**src/rtl/alu_issue_ctrl.sv**
```systemverilog
// ALU issue/capture controller: registers operands and op, waits ALU_WAIT/MULDIV_WAIT settle cycles, latches result.
// Latency start->res_valid is WAIT cycles; start is ignored while busy and the result is held until res_ready.
module alu_issue_ctrl #(
    parameter int ALU_WAIT    = 1,
    parameter int MULDIV_WAIT = 4
) (
    input  logic        clk,
    input  logic        clr,
    input  logic        start,
    input  logic [4:0]  op,
    input  logic [31:0] a_in,
    input  logic [31:0] b_in,
    output logic [31:0] alu_y,
    output logic [31:0] alu_b,
    output logic [4:0]  alu_op,
    input  logic [63:0] alu_c,
    output logic [31:0] z_hi,
    output logic [31:0] z_lo,
    output logic        wide,
    output logic        res_valid,
    input  logic        res_ready,
    output logic        busy,
    output logic        err
);

    typedef enum logic [1:0] {IDLE, EXEC, DONE} state_t;

    localparam logic [3:0] ALU_CNT    = 4'(ALU_WAIT - 1);
    localparam logic [3:0] MULDIV_CNT = 4'(MULDIV_WAIT - 1);

    state_t      state, state_nxt;
    logic [3:0]  cnt, cnt_nxt;
    logic [4:0]  cap_op, cap_op_nxt;
    logic [4:0]  alu_op_nxt;
    logic [31:0] alu_y_nxt, alu_b_nxt, z_hi_nxt, z_lo_nxt;
    logic        wide_nxt, err_nxt;
    logic        op_legal, op_muldiv, cap_muldiv;

    assign op_legal   = op inside {[5'd3:5'd11], 5'd15, 5'd16, 5'd17, 5'd18};
    assign op_muldiv  = (op == 5'd15) || (op == 5'd16);
    assign cap_muldiv = (cap_op == 5'd15) || (cap_op == 5'd16);

    assign res_valid = (state == DONE);
    assign busy      = (state != IDLE);

    always_ff @(posedge clk) begin
        if (clr) begin
            state  <= IDLE;
            cnt    <= '0;
            cap_op <= '0;
            alu_op <= '0;
            alu_y  <= '0;
            alu_b  <= '0;
            z_hi   <= '0;
            z_lo   <= '0;
            wide   <= 1'b0;
            err    <= 1'b0;
        end else begin
            state  <= state_nxt;
            cnt    <= cnt_nxt;
            cap_op <= cap_op_nxt;
            alu_op <= alu_op_nxt;
            alu_y  <= alu_y_nxt;
            alu_b  <= alu_b_nxt;
            z_hi   <= z_hi_nxt;
            z_lo   <= z_lo_nxt;
            wide   <= wide_nxt;
            err    <= err_nxt;
        end
    end

    always_comb begin
        state_nxt  = state;
        cnt_nxt    = cnt;
        cap_op_nxt = cap_op;
        alu_op_nxt = alu_op;
        alu_y_nxt  = alu_y;
        alu_b_nxt  = alu_b;
        z_hi_nxt   = z_hi;
        z_lo_nxt   = z_lo;
        wide_nxt   = wide;
        err_nxt    = 1'b0;
        case (state)
            IDLE: begin
                alu_op_nxt = '0;
                if (start) begin
                    if (op_legal) begin
                        alu_y_nxt  = a_in;
                        alu_b_nxt  = b_in;
                        alu_op_nxt = op;
                        cap_op_nxt = op;
                        cnt_nxt    = op_muldiv ? MULDIV_CNT : ALU_CNT;
                        state_nxt  = EXEC;
                    end else begin
                        err_nxt = 1'b1;
                    end
                end
            end
            EXEC: begin
                if (cnt != 4'd0) begin
                    cnt_nxt = cnt - 4'd1;
                end else begin
                    // Single-word ops leave garbage in the ALU high half; never let it reach z_hi.
                    z_lo_nxt   = alu_c[31:0];
                    z_hi_nxt   = cap_muldiv ? alu_c[63:32] : 32'h0;
                    wide_nxt   = cap_muldiv;
                    alu_op_nxt = '0;
                    state_nxt  = DONE;
                end
            end
            DONE: begin
                if (res_ready) begin
                    state_nxt = IDLE;
                end
            end
            default: state_nxt = IDLE;
        endcase
    end

endmodule

```
**config.mk**
```make
export PLATFORM = sky130hd
export DESIGN_NAME = alu_issue_ctrl
export DESIGN_NICKNAME = d
export VERILOG_FILES = /design/src/rtl/alu_issue_ctrl.sv
export SDC_FILE = /design/constraint.sdc
export NUM_CORES = 1
export LEC_CHECK = 0
export CORE_MARGIN = 4
export CORE_UTILIZATION = 41
export CTS_BUF_LIST = sky130_fd_sc_hd__clkbuf_8
export CTS_CLUSTER_SIZE = 14
export DETAILED_ROUTE_END_ITERATION = 6
export GPL_TIMING_DRIVEN = 0
export PLACE_DENSITY = 0.81
export SLEW_MARGIN = 20
export SYNTH_ARGS = -nofsm -noshare
export SYNTH_HDL_FRONTEND = slang
export SYNTH_SLANG_ARGS = --single-unit
```
**constraint.sdc**
```tcl
create_clock -name clk -period 1.9 [get_ports clk]
set_input_delay 0.19 -clock clk [delete_from_list [all_inputs] [get_ports clk]]
set_output_delay 0.19 -clock clk [all_outputs]
set_load 0.02 [all_outputs]
```
==> results by group <==
Status
  – Status: finished, final reports clean

Setup path
  – CP dominant cell by count: a211oi_4
  – End of the critical path: cnt[2]$_SDFFE_PP0P_
  – Setup CP Type: reg -> reg
  – Worst setup EP type: register
  – Critical path's slowest cell: or4b_1
  – Reg-to-Reg End: cnt[2]$_SDFFE_PP0P_
  – R2R cell count: 6
  – Reg2Reg Launch Point: state[0]$_SDFFE_PP0P_
  – CP startpoint kind: register
  – Crit-path cells: or3b_4 > a211oi_4 > buf_4 > a211oi_4 > or4b_1 > nand2_1
  – Worst Path Arrival: 2290 ps
  – Critical Path Max Stage Delay: 470 ps
  – Setup crit start: state[0]$_SDFFE_PP0P_
  – CP max FO: 7
  – FF-to-FF setup slack: 0.6 ps
  – Critical path data required time: 2300 ps

Timing
  – Worst Skew: 8.08 ps
  – Slew @ Worst Pin: 560 ps
  – Total negative slack: 0 ps
  – Fmax: 526 MHz
  – Fin crit share: 100%
  – Slew HR: 62.7%
  – Unrepaired setup endpoints after global routing: yes
  – Final setup viols: 0
  – Post-layout minimum cycle time: 1900 ps
  – Final max-slew violation count: 0
  – Final hold vios: 0

Clocking
  – Clock tree buffer depth: 2
  – Htree depth: 4
  – CTS Buf Count: 17
  – CTS clk-pin slew, worst paths: 80 ps
  – Clock sinks: 146
  – Clk_lat worst skew: 450 ps
  – Clk root buf: clkbuf_8
  – Hold Buf Count CTS: 0
  – CTS tree: yes

Drt
  – First drt pass iteration count: 4
  – DRT iter0 DRCs: 267
  – Vias per cell: 4.86
  – Routed wire length: 16,600 um
  – # DRC: 0
  – Final ANT Viol Nets: 0
  – Routed wire per std cell: 15.1 um
  – Vias: 5,347

Yosys
  – Synth warn: 0
  – Synth top area share: 56.4%
  – Syn Nets: 767
  – Post-synth EDFFs: 0
  – Seq cells post-synth: 146
  – Top cell type by total area after synthesis: dfxtp_1
  – Post-synth top cells: nand2_1 (214), dfxtp_1 (146), a21oi_1 (110)
  – Sequential fraction of the synthesis area: 56.4%
  – Prevailing post-synth register cell: dfxtp_1
  – Post-synthesis cell area: 5180 um2
  – Cell count after synthesis: 628
  – Syn Area/Cell: 8.26 um2
  – Area contributors post-synth: dfxtp_1 (56%), nand2_1 (15%), a21oi_1 (11%)
  – Distinct cells, synth: 37
  – Top-count cell post-synth: nand2_1
  – Post-synth ARST share: 0%

Final layout
  – Area Overhead vs Synth: 67.5%
  – Fraction of layout cells with a size suffix above 1: 7.83%
  – Antenna Cells: 0
  – Nets: 1,058
  – Finished Layout Cells: 1,100

Global routing
  – GRT overflow: 0
  – Largest net degree at the start of global routing: 17
  – Vias in the first global route: 5,114
  – First-pass GRT wire length: 25,600 um
  – Initial antenna violation count: 0
  – GRT Util Overall: 22.2%

Placed design
  – Detailed Place HPWL: 12,400 um
  – Placed cells: 1,068
  – Gpl congestion: 0.820
  – Buffers added on ports: 272

Power
  – Pwr Total: 7.32 mW
  – Leak: 3.10 nW
  – Pwr Density: 843 nW/um2
  – Max VDD drop: 0.000630 V

Floorplan
  – Die H: 120 um
  – Ports: 274
  – Row count: 40
  – Initial Utilization: 42.5%
  – Die X: 120 um
  – CORE AREA: 12,200 um2
  – Die Area: 14,500 um2

Flow run
  – Max-cap violations: 0

Hold path
  – Hold WC Path Type: in -> reg
state kept, by name (all words and copies together), names as in the netlist:
signal and flops:
alu_b 32, alu_y 32, z_hi 32, z_lo 32
alu_op 5, cap_op 5, cnt 4, state 2
err 1, wide 1
timing repair:
item,4_1_cts,5_1_grt
buffers inserted,2,0
setup endpoints to repair,75,139
resized for setup,15,30
pin swaps,1,3
power breakdown:
group          switching [mW]  internal (mW)  total, mW  leakage (nW)
sequential             0.0704           3.19       3.26          1.18
clock                    1.19           1.68       2.88         0.227
combinational           0.577          0.604       1.18          1.69
total                    1.84           5.48       7.32          3.10
metal layers:
layer  up-vias  track usage [%]  share of wire (%)  wire [um]
met3        40             6.59                7.3       1210
met2       178             36.6                 49       8170
met4         0             10.6                3.1        509
met5         -                0                  0          0
li1       2655                -                  -          -
met1      2474             26.4                 40       6720
placed cells by master, fill, tap and decap left out, types with 2 or more instances in the layout:
master,Yosys,final
buf_4,6,9
a21oi_1,110,109
clkbuf_1,32,17
inv_1,4,4
clkbuf_2,0,8
dfxtp_1,146,145
a22oi_1,32,31
a211oi_4,1,2
dlygate4sd2_1,0,2
clkbuf_8,0,17
bufinv_16,0,6
clkbuf_4,0,2
clkdlybuf4s50_1,0,270
buf_2,6,7
clkinv_2,0,4
nand2_1,214,213
nor2b_1,6,6
and2_1,2,2
clkinvlp_4,0,4
a21oi_4,0,2
nand3_1,3,3
ha_1,2,2
nor2_1,39,39
nand2b_1,2,2
a21o_1,2,2
area by class of cell:
cell class                 instances  area (um2)
fill                            1023        3520
sequential                       146        2920
timing repair buffer             274        2740
multi-input combinational        433        2100
clock inverter                    15         239
clock buffer                      17         234
buffer                            43         233
tap                              168         210
inverter                           4        15.0
per-stage QoR:
step	hold slack, ps	area (um2)	setup slack [ps]	util [%]
global placement	441	8120	-472	66.5
floorplan	326	5180	232	-
CTS	249	8630	-31.3	70.7
detailed placement	445	8120	-517	66.5
global route	259	8690	-68.8	71.1
finish	282	8690	0.610	71.1
how the worst min path moves through the flow:
stage	slack, ps	from	cells past startpoint	end
4_1_cts	250	a_in[19]	3	alu_y[19]$_SDFFE_PP0P_
5_1_grt	260	a_in[14]	3	alu_y[14]$_SDFFE_PP0P_
2_1_floorplan	330	b_in[0]	2	alu_b[0]$_SDFFE_PP0P_
6_report	280	a_in[10]	3	alu_y[10]$_SDFFE_PP0P_
3_3_place_gp	440	z_lo[24]$_SDFFE_PP0P_	2	z_lo[24]$_SDFFE_PP0P_
3_5_place_dp	450	alu_y[3]$_SDFFE_PP0P_	2	alu_y[3]$_SDFFE_PP0P_
cell families after synthesis:
kind of cell               count (synthesis)  share of synthesized area, %
AOI/OAI and AO/OA                        153                          17.3
and+or+nand+nor                          277                          21.4
DFF                                      146                          56.4
muxes                                      1                         0.193
adders and majority gates                  2                         0.483
buffers and inverters                     49                          4.27
worst max-delay path, delay by kind of cell (launching register included):
| family | cells | cell delay (ps) |
|---|---|---|
| and+or+nand+nor | 3 | 980 |
| DFF | 1 | 350 |
| AOI/OAI and AO/OA | 2 | 330 |
| buffers and inverters | 1 | 190 |
No activity file was read; power rests on OpenSTA's default activity.
